**config.mk**
```make
export PLATFORM = sky130hd
export DESIGN_NAME = fetch_unit
export DESIGN_NICKNAME = d
export VERILOG_FILES = /design/src/rtl/fetch_unit.sv
export SDC_FILE = /design/constraint.sdc
export NUM_CORES = 1
export LEC_CHECK = 0
export BUFFER_PORTS_ARGS = -buffer_cell sky130_fd_sc_hd__buf_4
export CORE_MARGIN = 2
export CORE_UTILIZATION = 63
export CTS_CLUSTER_DIAMETER = 150
export CTS_CLUSTER_SIZE = 40
export DETAILED_ROUTE_END_ITERATION = 8
export HOLD_SLACK_MARGIN = 0.1
export PLACE_DENSITY = 0.85
export SYNTH_ARGS = -nofsm -noshare
export SYNTH_HDL_FRONTEND = slang
export SYNTH_SLANG_ARGS = --single-unit
```
**constraint.sdc**
```tcl
create_clock -name clk -period 6.2 [get_ports clk]
set_input_delay 1.24 -clock clk [delete_from_list [all_inputs] [get_ports clk]]
set_output_delay 1.24 -clock clk [all_outputs]
set_load 0.02 [all_outputs]
```
**src/rtl/fetch_unit.sv**
```systemverilog
// Instruction-fetch front end: owns the fetch PC, issues in-order imem requests,
// and buffers returned words with their PCs in a small prefetch queue for decode.
module fetch_unit #(
    parameter int              XLEN         = 32,
    parameter logic [XLEN-1:0] RESET_VECTOR = 32'h0100_0000,
    parameter int              FIFO_DEPTH   = 4,
    parameter int              CNT_W        = $clog2(FIFO_DEPTH) + 1
) (
    input  logic            clk,
    input  logic            reset_n,
    output logic            imem_req_valid,
    input  logic            imem_req_ready,
    output logic [XLEN-1:0] imem_req_addr,
    input  logic            imem_rsp_valid,
    input  logic [XLEN-1:0] imem_rsp_data,
    input  logic            redirect_valid,
    input  logic [XLEN-1:0] redirect_pc,
    output logic            inst_valid,
    input  logic            inst_ready,
    output logic [XLEN-1:0] inst_data,
    output logic [XLEN-1:0] inst_pc
);

    localparam int              PTR_W   = $clog2(FIFO_DEPTH);
    localparam logic [CNT_W:0]  DEPTH_L = (CNT_W + 1)'(FIFO_DEPTH);
    localparam logic [XLEN-1:0] STEP    = XLEN'(4);

    logic [XLEN-1:0]  fetch_pc_q, fetch_pc_d;
    logic [XLEN-1:0]  rsp_pc_q, rsp_pc_d;
    logic [PTR_W-1:0] rd_ptr_q, rd_ptr_d;
    logic [PTR_W-1:0] wr_ptr_q, wr_ptr_d;
    logic [CNT_W-1:0] count_q, count_d;
    logic [CNT_W-1:0] in_flight_q, in_flight_d;
    logic [CNT_W-1:0] drop_q, drop_d;
    logic [XLEN-1:0]  data_q [FIFO_DEPTH];
    logic [XLEN-1:0]  pc_q   [FIFO_DEPTH];

    logic [CNT_W:0]   occupancy;
    logic [XLEN-1:0]  target;
    logic             req_fire, rsp_ok, push, pop;

    // Queued plus in-flight words never exceed the queue size, so a response always has a slot.
    assign occupancy      = {1'b0, count_q} + {1'b0, in_flight_q};
    assign imem_req_valid = reset_n && !redirect_valid && (occupancy < DEPTH_L);
    assign imem_req_addr  = fetch_pc_q;
    assign req_fire       = imem_req_valid && imem_req_ready;
    assign rsp_ok         = imem_rsp_valid && (in_flight_q != '0);
    assign push           = rsp_ok && !redirect_valid && (drop_q == '0);
    assign inst_valid     = (count_q != '0);
    assign pop            = inst_valid && inst_ready;
    assign inst_data      = data_q[rd_ptr_q];
    assign inst_pc        = pc_q[rd_ptr_q];
    assign target         = redirect_pc & ~XLEN'(3);

    always_comb begin
        fetch_pc_d  = fetch_pc_q;
        rsp_pc_d    = rsp_pc_q;
        rd_ptr_d    = rd_ptr_q;
        wr_ptr_d    = wr_ptr_q;
        count_d     = count_q;
        drop_d      = drop_q;
        in_flight_d = in_flight_q + CNT_W'(req_fire) - CNT_W'(rsp_ok);
        if (redirect_valid) begin
            // Everything still outstanding after this cycle belongs to the old stream.
            fetch_pc_d = target;
            rsp_pc_d   = target;
            rd_ptr_d   = '0;
            wr_ptr_d   = '0;
            count_d    = '0;
            drop_d     = in_flight_d;
        end else begin
            if (req_fire) begin
                fetch_pc_d = fetch_pc_q + STEP;
            end
            if (rsp_ok) begin
                if (drop_q != '0) begin
                    drop_d = drop_q - CNT_W'(1);
                end else begin
                    rsp_pc_d = rsp_pc_q + STEP;
                    wr_ptr_d = wr_ptr_q + PTR_W'(1);
                end
            end
            if (pop) begin
                rd_ptr_d = rd_ptr_q + PTR_W'(1);
            end
            count_d = count_q + CNT_W'(push) - CNT_W'(pop);
        end
    end

    always_ff @(posedge clk or negedge reset_n) begin
        if (!reset_n) begin
            fetch_pc_q  <= RESET_VECTOR;
            rsp_pc_q    <= RESET_VECTOR;
            rd_ptr_q    <= '0;
            wr_ptr_q    <= '0;
            count_q     <= '0;
            in_flight_q <= '0;
            drop_q      <= '0;
        end else begin
            fetch_pc_q  <= fetch_pc_d;
            rsp_pc_q    <= rsp_pc_d;
            rd_ptr_q    <= rd_ptr_d;
            wr_ptr_q    <= wr_ptr_d;
            count_q     <= count_d;
            in_flight_q <= in_flight_d;
            drop_q      <= drop_d;
        end
    end

    // Entries are cleared on reset so the head reads as zero while the queue is empty.
    always_ff @(posedge clk or negedge reset_n) begin
        if (!reset_n) begin
            for (int i = 0; i < FIFO_DEPTH; i++) begin
                data_q[i] <= '0;
                pc_q[i]   <= '0;
            end
        end else if (push) begin
            data_q[wr_ptr_q] <= imem_rsp_data;
            pc_q[wr_ptr_q]   <= rsp_pc_q;
        end
    end

endmodule

```
; Word level (Yosys, flattened, before mapping)
; Cells that the tools add are included.
; Widths: inputs -> output; s select.
[totals]
register_bits = 333
[op_classes]
n_addsub = 10
n_lt_le_gt_ge = 4
n_eq_ne = 1
mux = 24
bitwise = 2
n_reduce_logical = 19
[ops]
columns = op, n
row1 = $mux 32, 10
row2 = $bwmux 128, 2
row3 = $bmux 32 s2, 2
row4 = $add 32x3->32 const B, 2
row5 = $demux 32 s2, 1
row6 = $mux 3, 4
row7 = $mux 2, 5
row8 = $reduce_bool 3->1, 3
row9 = $logic_and 1x1->1, 8
row10 = $reduce_bool 2->1, 4
row11 = $add 3x1->3, 2
row12 = $ge 3x3->1 const B, 2
row13 = $not 2->3, 2
row14 = $sub 3x1->3, 2
row15 = $add 2x1->2 const B, 2
row16 = $add 3x3->4, 1
row17 = $lt 4x3->1 const B, 1
row18 = $reduce_and 2->1, 2
row19 = $logic_not 3->1, 1
row20 = $lt 3x1->1 const B, 1
row21 = $sub 3x1->3 const B, 1
row22 = $ne 2x2->1 const B, 1
row23 = $logic_not 1->1, 1

; Longest topological paths before layout
; Gate-level depths: netlist of run 1.
[logic_depth]
depth_word = 7
mapped_depth = 13
mapped_depth_nobuf = 13

; Least setup slack after synthesis of run 1
; OpenSTA, ideal clock, no wires.
[synth_path]
path_kind = in2reg
startpoint = in reset_n
endpoint = reg drop_q[2]
setup_time_ns = 0.119
arrival_time_ns = 3.553
t_required_ns = 6.081
slack_ns = 2.528
stages = 10
n_path_buf = 1
cell_sequence = or4b_4 -> nor4b_4 -> inv_2 -> buf_2 -> ha_1 -> inv_1 -> ha_1 -> fa_1 -> xnor2_1 -> o21a_1
[synth_between]
elab_chain_cells = 6
[synth_rtl]
columns = item, line_no
row1 = start: declaration, 10  ; input logic reset_n,
row2 = $logic_and 1x1->1 (2 in series), 44  ; assign imem_req_valid = reset_n && !redirect_valid && (occupancy < DEPTH_L);
row3 = $logic_and 1x1->1, 46  ; assign req_fire = imem_req_valid && imem_req_ready;
row4 = $add 3x1->3, 62  ; in_flight_d = in_flight_q + CNT_W'(req_fire) - CNT_W'(rsp_ok);
row5 = $sub 3x1->3, 62
row6 = net in_flight_d[2], 33  ; logic [CNT_W-1:0] in_flight_q, in_flight_d;
row7 = $mux 3, 63  ; if (redirect_valid) begin
row8 = end signal: assignment, 106  ; drop_q <= drop_d;
row9 = end: declaration, 34  ; logic [CNT_W-1:0] drop_q, drop_d;
; The timed path passes the listed nets, and every way through them passes these cells.
; A chain may end at the register's enable or synchronous reset.

; Final worst setup path of run 1
[layout_path]
startpoint = reg rd_ptr_q[0]
endpoint = out inst_data[13]
[layout_between]
elab_chain_cells = 4
[layout_rtl]
columns = item, line_no
row1 = start: declaration, 30  ; logic [PTR_W-1:0] rd_ptr_q, rd_ptr_d;
row2 = start signal: assignment, 102  ; rd_ptr_q <= rd_ptr_d;
row3 = $not 2->3 (implied by the code), 51  ; assign inst_data = data_q[rd_ptr_q];
row4 = $bmux 32 s2, 51
row5 = $mux 32 (implied by the code) (2 in series), 51
row6 = end: declaration, 20  ; output logic [XLEN-1:0] inst_data,
; Every way passes these cells. The select of a mux whose other input is x is not followed.

==> results.md, run 1 <==
- Status: complete, no violations
- Peak supply drop: between 0.2 and 0.3 mV
- WP buf/inv: 2
- Inserted Diodes: 0
- CTS tree: yes
- Worst-margin pin slew: 1.07 ns
- Vias/cell: a little over 6
- Syn. warnings: 0
- Routability cong.: approximately 0.86
- Count of final setup violators: 0
- Cell taking the most area after synthesis: dfrtp_1
- Initial antenna violation count: 0
- Setup bufs post-CTS: 0
- Synth area leaders: dfrtp_1 54%, mux2_2 19%, mux4_2 9.4%
- Net Sw Power: 2.01 mW
- Root Buffer: clkbuf_16
- Post-CTS sizing: 0
- Setup CP Type: reg -> out
- Clk pwr share: 0.170
- Final net count: between 1000 and 1500
- Residual DRC count: 0
- Power Total: slightly above 6 mW
- Starting Density: 0.637
- Fraction of the yosys area taken by sequential cells: 0.541
- Total Wirelength: around 31 mm
- Worst-path clk slew: 0.14 ns
- Post-detail-place hpwl: 21.1 mm
- Total overflow reported by the global router: 0
- Drt first-iter violations: ~740
- Setup Skew: approximately 0.064 ns
- CP max-delay cell: dfrtp_4
- Post-synth top flop: dfrtp_1
- Clk_lat worst skew: ~0.51 ns
- Syn Inst Count: around 1100
- Number of max-cap violations: 0
- Post-synth top area share: 0.537
- Reg power frac: 0.474
- Pre-CTS WS: approximately 1.8 ns
- Crit. End Element: primary output
- # IOs: roughly 170
- Worst EP required: ~5.0 ns
- CP max stage delay: 1.09 ns
- First-pass GRT wire length: 51.3 mm
- Die height: between 150 and 200 µm
- Most frequent cells in the layout: 317 x dfrtp_1, 257 x mux2_2, 169 x buf_4
- Seq cells post-synth: about 320
- Vias in the first global route: ~9700
- Layout area overhead: 11.9%
- H-tree depth: 1
- PD cells: 365 nW/µm²
- Port bufs: around 160
- Clock Tree Buf Depth: 3
- EDFF count, synth: 0
- Sw frac: 0.331
- Final Hold Fails: 0
- CP dominant cell by count: buf_4
- Share of layout cells above drive strength 1: 0.436
- Logic pwr share: 0.356
- Async SR Flop Fraction: 1.00
- R2R setup slack: between 2 and 3 ns
- # hold bufs at CTS: 0
- Final Slew Violations: 0
- Setup TNS Final: 0 ns
- Overall Global Routing Usage: 0.262
- Commonest non-fill, non-tap cell in the layout: dfrtp_1
- Max Freq: 243 MHz
- Internal: 4.07 mW
- Syn avg cell area: around 14 µm²
- Worst path cell trace: buf_4, mux4_2, buf_4
- Largest net degree at the start of global routing: about 190
- TritonCTS sink count: 321
- Worst min path class: reg -> reg
- Die W: between 150 and 200 µm
- Leakage power: approximately 7.6 nW
- Final worst-path cycle share: 0.664
- CP arrival: roughly 2.9 ns
- Rel. slew slack: 0.288
- Drt wl/cell: roughly 21 µm
- # rows: 56
- Die area: around 25000 µm²
- CP startpoint kind: flip-flop
- Core area: about 23000 µm²
- Unrepaired setup endpoints after global routing: false
- First drt pass iteration count: 5
- Tmin final: slightly above 4 ns
- Vias post-DR: 9365
- Synth cell types: 50
- Final WS setup: around 2.1 ns
- Post-route ant nets: 0
- Mapped Area: around 15000 µm²
- Critical path's top delay family: flip-flops
- Total CTS buffers: 12
- Maximum fanout along the worst path: between 40 and 50
through the flow:
| step | hold slack, ns | utilization | cells | area (µm²) |
|---|---|---|---|---|
| 4_1_cts | 0.521 | 0.713 | 1509 | 16600 |
| 3_3_place_gp | 0.483 | 0.697 | 1490 | 16300 |
| 5_1_grt | 0.534 | 0.713 | 1509 | 16600 |
| 2_1_floorplan | 0.475 | - | 1073 | 14900 |
| 3_5_place_dp | 0.490 | 0.697 | 1490 | 16300 |
| 6_report | 0.519 | 0.713 | 1509 | 16600 |
power groups by stage:
| stage | sequential, mW | clock [mW] | combinational (mW) |
|---|---|---|---|
| finish | 2.88 | 1.03 | 2.17 |
| detailed placement | 2.92 | 0 | 2.18 |
| global route | 2.95 | 1.13 | 2.31 |
| floorplan | 2.74 | 0 | 1.52 |
| global placement | 2.89 | 0 | 2.12 |
| CTS | 2.88 | 1.06 | 2.18 |
worst register-to-register path, stage by stage (launching register included):
cell and delay, ns:
dfrtp_1 0.38, inv_1 0.11, ha_1 0.22, nor2b_1 0.29, nand3_1 0.31, nor2_1 0.28
and2_2 0.85, buf_4 0.57, mux2_2 0.39
final timing paths:
| kind | start | to | cells past startpoint |
|---|---|---|---|
| worst max-delay path | rd_ptr_q[0] | inst_data[13] | 3 |
| worst min-delay path | pc_q[21] | pc_q[21] | 1 |
| worst max register to register | drop_q[0] | pc_q[73] | 8 |
| worst min register to register | pc_q[21] | pc_q[21] | 1 |
| max in group asynchronous | reset_n | rd_ptr_q[0] | 2 |
| min in group asynchronous | reset_n | data_q[111] | 1 |
registers in the layout, indices dropped and copies added (netlist names):
name           count
data_q           128
pc_q             120
imem_req_addr     30
rsp_pc_q          30
count_q            3
rd_ptr_q           2
drop_q             3
in_flight_q        3
wr_ptr_q           2
cell usage after synthesis, types with 3 or more instances:
cell / instances
a21boi_0: 4
a21oi_1: 6
a31oi_1: 5
and2_1: 7
and3_1: 8
and4_1: 5
buf_1: 10
buf_2: 30
buf_4: 4
clkbuf_1: 29
dfrtp_1: 319
ha_1: 14
inv_1: 17
mux2_2: 257
mux4_2: 62
nand2_1: 59
nand2b_1: 3
nand3_1: 30
nand4_1: 17
nor2_1: 25
nor3_1: 14
nor4_1: 13
o211ai_1: 9
o21ai_0: 38
o311ai_0: 10
or3_1: 3
xnor2_1: 26
xor2_1: 16
area by class of cell:
type                            instances  area (µm²)
Clock inverter                          1        30.0
Fill cell                            1581        6700
Timing Repair Buffer                  171        1300
Inverter                               19        71.3
Sequential cell                       321        8040
Multi-Input combinational cell        660        6450
Clock buffer                           18         344
Tap cell                              319         399
cells by family after synthesis:
family,Yosys count,share of synthesized area
multiplexers,321,0.290
buffers and inverters,92,0.0268
adder cells (fa/ha/maj),16,0.0145
AO/OA/AOI/OAI,81,0.0346
other,1,0.000252
flip-flops,321,0.541
AND/OR/NAND/NOR,196,0.0687
XOR/XNOR,42,0.0247
layer usage:
layer	vias to the layer above	track usage	part of all wire
met5	-	0	0
met4	0	0.0550	0.018
met3	39	0.0386	0.062
met2	313	0.429	0.49
met1	4889	0.382	0.43
li1	4124	-	-
No activity file was read; power rests on OpenSTA's default activity.
==> run 2, diff against run 1 <==
- CORE_UTILIZATION: 63 -> 59
- PLACE_DENSITY: 0.85 -> 0.8
- clock period: 6.2 -> 3.9 ns (I/O delays scaled with it)
==> run 2 against run 1 <==
Hold slack got worse by 0.13 ns. Sequential power up 56%. Global-route usage down 1.4 points. Clock power increased by 58%. Cell area is 0.93% higher. Largest cell class unchanged. Highest routed layer unchanged.
==> results.md, run 2 (synthesized netlist as in run 1, its figures left out) <==
- Drt first-iter violations: 640
- Cell Area, Placed: approximately 16000 µm²
- CP arrival: 2.30 ns
- Worst EP required: 3.12 ns
- Core area: around 25000 µm²
- Final core occ: 0.673
- Layout area overhead: 13.0%
- Post-CTS sizing: 0
- Die height: around 160 µm
- Setup CP Type: reg -> out
- H-tree depth: 1
- CP startpoint kind: flip-flop
- Final net count: between 1000 and 1500
- Final Hold Fails: 0
- Die area: approximately 26000 µm²
- Rel. slew slack: 0.371
- Initial antenna violation count: 0
- Leakage power: about 7.7 nW
- Final Slew Violations: 0
- Post-detail-place hpwl: 21.6 mm
- Overall Global Routing Usage: 0.248
- PD cells: just under 600 nW/µm²
- Crit. End Element: primary output
- # rows: 58
- Total overflow reported by the global router: 0
- Drt wl/cell: 20.8 µm
- Root Buffer: clkbuf_16
- Vias in the first global route: between 9000 and 10000
- Inserted Diodes: 0
- Vias/cell: just over 6
- Total CTS buffers: 12
- WHS: between 0.3 and 0.4 ns
- Max Freq: about 320 MHz
- Maximum fanout along the worst path: 22
- Cell total after placement: 1512
- Peak supply drop: roughly 0.38 mV
- Most frequent cells in the layout: 317 x dfrtp_1, 257 x mux2_2, 175 x buf_4
- Pre-CTS WS: roughly 0.83 ns
- Status: complete, no violations
- Count of final setup violators: 0
- Commonest non-fill, non-tap cell in the layout: dfrtp_1
- Vias post-DR: approximately 9300
- Total Wirelength: approximately 32 mm
- FILL cells: around 1800
- Worst-margin pin slew: 0.941 ns
- Largest net degree at the start of global routing: 131
- Residual DRC count: 0
- Final Instance Area: 16800 µm²
- CTS tree: yes
- TritonCTS sink count: ~320
- # hold bufs at CTS: 0
- Unrepaired setup endpoints after global routing: false
- Port bufs: between 150 and 200
- Number of max-cap violations: 0
- Clk_lat worst skew: 0.51 ns
- Power Total: ~9.7 mW
- Tmin final: 3.08 ns
- Worst min path class: in -> async
- Setup bufs post-CTS: 0
- Post-Layout Cell Count: around 1500
- Largest regs: data_q (128), pc_q (120)
- Post-route ant nets: 0
- R2r startpoint: drop_q[0]
- Worst-path clk slew: about 0.15 ns
- First drt pass iteration count: 5
- Most flops, register: data_q
- First-pass GRT wire length: between 50 and 60 mm
- Final worst-path cycle share: 0.789
- # IOs: approximately 170
- Die W: about 160 µm
- Critical Path Source: rd_ptr_q[0]
- Routability cong.: 0.856
- Setup TNS Final: 0 ns
- Share of layout cells above drive strength 1: 0.442
- Final WS setup: about 0.8 ns
- Clock Tree Buf Depth: 3
- Starting Density: 0.595
- Largest register FFs: about 130
- Setup Skew: between 0.06 and 0.07 ns
==> run 2: cell types whose count changed in the layout (fill, tap and decap cells not counted) <==
cell      delta
buf_12       +5
buf_4        +6
clkbuf_1     -1
==> run 2: report_power, final <==
group	internal [mW]	switching, mW	leakage, nW
logic	1.89	1.67	3.28
registers	3.98	0.522	4.23
clock network	0.636	0.991	0.176
==> run 2: layer usage <==
layer	routed length, µm	global-route usage	part of all wire
met1	13900	0.354	0.44
met3	1960	0.0351	0.061
met4	463	0.0535	0.015
met5	0	0	0
met2	15600	0.411	0.49
==> run 2: path summary, 6_finish.rpt <==
path,slack [ns],depth (start not counted),endpoint
max in group asynchronous,2.09,3,pc_q[52]
worst max-delay path,0.82,3,inst_pc[10]
worst min-delay path,0.39,2,pc_q[63]
min in group clk,0.50,2,rsp_pc_q[15]
worst min register to register,0.51,1,pc_q[44]
worst max register to register,0.88,8,pc_q[87]
==> run 2: critical path: stages, from the launching register on <==
cell and delay, ns:
dfrtp_4 0.75, buf_12 0.27, mux4_2 0.56, buf_4 0.18
==> run 2: final cells by class <==
type / count / area, µm² / area share
sequential: 321 / 8040 / 0.479
multi-input combinational: 660 / 6450 / 0.384
timing repair buffer: 182 / 1450 / 0.0863
tap: 330 / 413 / 0.0246
clock buffer: 17 / 340 / 0.0203
inverter: 19 / 71.3 / 0.00425
clock inverter: 1 / 30.0 / 0.00179
==> run 3, diff against run 2 <==
- ABC_AREA: unset -> 1
- CORE_UTILIZATION: 59 -> 53
- PLACE_DENSITY: 0.8 -> 0.76
- clock period: 3.9 -> 2.6 ns (I/O delays scaled with it)
==> run 3 against run 2 <==
Cell area rose by 3.8%. Combinational power rose by 78%. Cell count rose by 57%. Critical endpoint is now inst_data[26]. Largest power group unchanged.
==> results.md, run 3 <==
- Status: complete, no violations
- Final worst-path cycle share: 0.968
- Root Buffer: clkbuf_16
- Layout area overhead: 11.8%
- Worst min path class: in -> async
- Vias/cell: about 5.6
- Final net count: around 2100
- Number of max-cap violations: 0
- # hold bufs at CTS: 0
- Critical path's top delay family: buffers and inverters
- TritonCTS sink count: approximately 320
- R2R setup slack: 0.11 ns
- Syn Inst Count: roughly 1900
- Vias post-DR: approximately 13000
- Internal: between 9 and 10 mW
- Port bufs: around 160
- Starting Density: 0.540
- Cell taking the most area after synthesis: dfrtp_1
- Top-count cell post-synth: nand2_1
- Rel. slew slack: 0.411
- # rows: between 60 and 70
- Setup Skew: ~0.064 ns
- Largest register FFs: ~130
- Routability cong.: roughly 0.93
- Net Sw Power: ~6.0 mW
- Unrepaired setup endpoints after global routing: true
- End of the worst register-to-register path: drop_q[2]
- Total CTS buffers: 12
- Commonest non-fill, non-tap cell in the layout: nand2_1
- Total overflow reported by the global router: 0
- Share of layout cells above drive strength 1: 0.124
- First drt pass iteration count: 6
- Most frequent cells in the layout: 476 x nand2_1, 316 x dfrtp_1, 238 x o21ai_1
- FILL cells: 2623
- Worst EP required: about 2.1 ns
- PD cells: 879 nW/µm²
- Final Hold Fails: 0
- CTS tree: yes
- Peak supply drop: ~0.5 mV
- Worst-path clk slew: about 0.14 ns
- Setup CP Type: reg -> out
- Fraction of the yosys area taken by sequential cells: 0.515
- Mapped Area: about 16000 µm²
- CP arrival: around 2 ns
- Post-synth top flop: dfrtp_1
- First-pass GRT wire length: about 65 mm
- Final Instance Area: about 17000 µm²
- Maximum fanout along the worst path: 33
- Clk_lat worst skew: roughly 0.50 ns
- Post-detail-place hpwl: 25.9 mm
- Leakage power: roughly 8.5 nW
- Inserted Diodes: 0
- Reg2reg path depth: 12
- CP max-delay cell: dfrtp_4
- CP max stage delay: 0.56 ns
- Clk pwr share: 0.160
- CP startpoint kind: flip-flop
- Residual DRC count: 0
- Clock Tree Buf Depth: 3
- Overall Global Routing Usage: 0.256
- Syn avg cell area: 8.15 µm²
- Max Freq: about 400 MHz
- Async SR Flop Fraction: 1.00
- Tmin final: between 2 and 3 ns
- Final Slew Violations: 0
- R2r startpoint: count_q[1]
- Die area: 30800 µm²
- Core area: slightly below 30000 µm²
- Drt first-iter violations: roughly 1200
- Syn. warnings: 0
- Reg power frac: 0.427
- Die height: approximately 180 µm
- Seq cells post-synth: 321
- Final core occ: 0.604
- Post-route ant nets: 0
- EDFF count, synth: 0
- Synth top cells by count: 476 x nand2_1, 319 x dfrtp_1, 236 x o21ai_1, 209 x nor2_1, 166 x o21ai_0
- Largest regs: data_q (128), pc_q (120)
- Worst-margin pin slew: just under 0.9 ns
- Cell Area, Placed: 17000 µm²
- Synth cell types: 36
- Drt wl/cell: roughly 16 µm
- Initial antenna violation count: 0
- Crit. End Element: primary output
- Sw frac: 0.392
- Count of final setup violators: 0
- Die W: 176 µm
- WP buf/inv: 3
- H-tree depth: 1
- Vias in the first global route: roughly 13000
- Largest net degree at the start of global routing: 83
- Synth area leaders: dfrtp_1 51%, nand2_1 11%, o21ai_1 7.6%
- Post-synth top area share: 0.512
- Most flops, register: data_q
- Total Wirelength: 39.0 mm
- Logic pwr share: 0.413
- Worst path cell trace: clkinv_2, bufbuf_16, nor2_1, o22ai_1, buf_4
- # IOs: approximately 170
==> run 3: cell count changes in the layout (fill, tap and decap cells not counted), sizes merged, moves of 14 or more <==
| cell | before | now |
|---|---|---|
| nand2 | 59 | 485 |
| o21ai | 38 | 411 |
| mux2 | 257 | 0 |
| nor2 | 25 | 215 |
| inv | 19 | 141 |
| mux4 | 62 | 0 |
| o22ai | 0 | 62 |
| xnor2 | 26 | 5 |
| a21oi | 6 | 22 |
| buf | 182 | 198 |
| nand3 | 30 | 46 |
| nor4 | 14 | 0 |
==> run 3: timing repair <==
item	4_1_cts	5_1_grt
gates cloned	1	0
resized for setup	0	2
hold endpoints to repair	0	0
buffers inserted	2	3
setup endpoints to repair	7	9
==> run 3: stage by stage <==
stage	setup slack, ns	power (mW)	setup TNS [ns]	hold WS [ns]	std cells
5_1_grt	-0.0426	16.3	-0.0426	0.139	2405
3_3_place_gp	0.178	12.7	0	0.461	2382
2_1_floorplan	0.00113	10.4	0	0.224	1916
4_1_cts	0.0362	15.4	0	0.108	2402
3_5_place_dp	0.106	12.9	0	0.464	2382
6_report	0.0827	15.3	0	0.109	2405
==> run 3: worst max-delay path by stage <==
stage	from	slack (ns)	endpoint	cells after the start
after floorplan	count_q[1]	0.001	drop_q[2]	13
after global placement	count_q[1]	0.18	drop_q[2]	12
after detailed placement	count_q[1]	0.11	drop_q[2]	12
after CTS	rd_ptr_q[1]	0.04	inst_pc[13]	4
after global routing	count_q[1]	-0.04	drop_q[2]	12
final	rd_ptr_q[0]	0.08	inst_data[26]	5
==> run 3: area by class of cell <==
class	count	area (µm²)	share of cell area
Tap cell	384	480	0.0276
Clock buffer	16	337	0.0193
Timing Repair Buffer	199	1630	0.0935
Inverter	143	546	0.0313
Multi-Input combinational cell	1341	6370	0.365
Clock inverter	1	30.0	0.00172
Sequential cell	321	8040	0.461
==> run 3: routing by layer <==
| layer | wire, µm | global-route usage |
|---|---|---|
| met5 | 0 | 0 |
| met4 | 569 | 0.0451 |
| met3 | 2420 | 0.0299 |
| met2 | 18200 | 0.422 |
| met1 | 17800 | 0.371 |
==> run 3: logic make-up after synthesis <==
| logic type | Yosys count | synth area share |
|---|---|---|
| simple gates | 769 | 0.198 |
| fa+ha+maj | 16 | 0.0138 |
| xor+xnor | 25 | 0.0140 |
| other cells | 1 | 0.000241 |
| buf+inv | 254 | 0.0772 |
| compound gates | 527 | 0.182 |
| flops | 321 | 0.515 |
==> run 3: power by group through the flow <==
| stage | logic [mW] | clock network (mW) | registers [mW] |
|---|---|---|---|
| after floorplan | 3.85 | 0 | 6.56 |
| after global placement | 6.10 | 0 | 6.62 |
| after detailed placement | 6.22 | 0 | 6.64 |
| after CTS | 6.33 | 2.51 | 6.53 |
| after global routing | 6.98 | 2.67 | 6.66 |
| final | 6.33 | 2.46 | 6.54 |
==> run 3: worst register-to-register path: stages (launching register included) <==
cell and delay [ns]:
dfrtp_2 0.46, ha_1 0.29, nand3_1 0.09, nand2_1 0.08, nor2_4 0.14, nand2_2 0.07, ha_1 0.26, inv_1 0.04
ha_1 0.18, fa_1 0.38, xor2_1 0.22, o21ai_1 0.09, a21oi_1 0.13
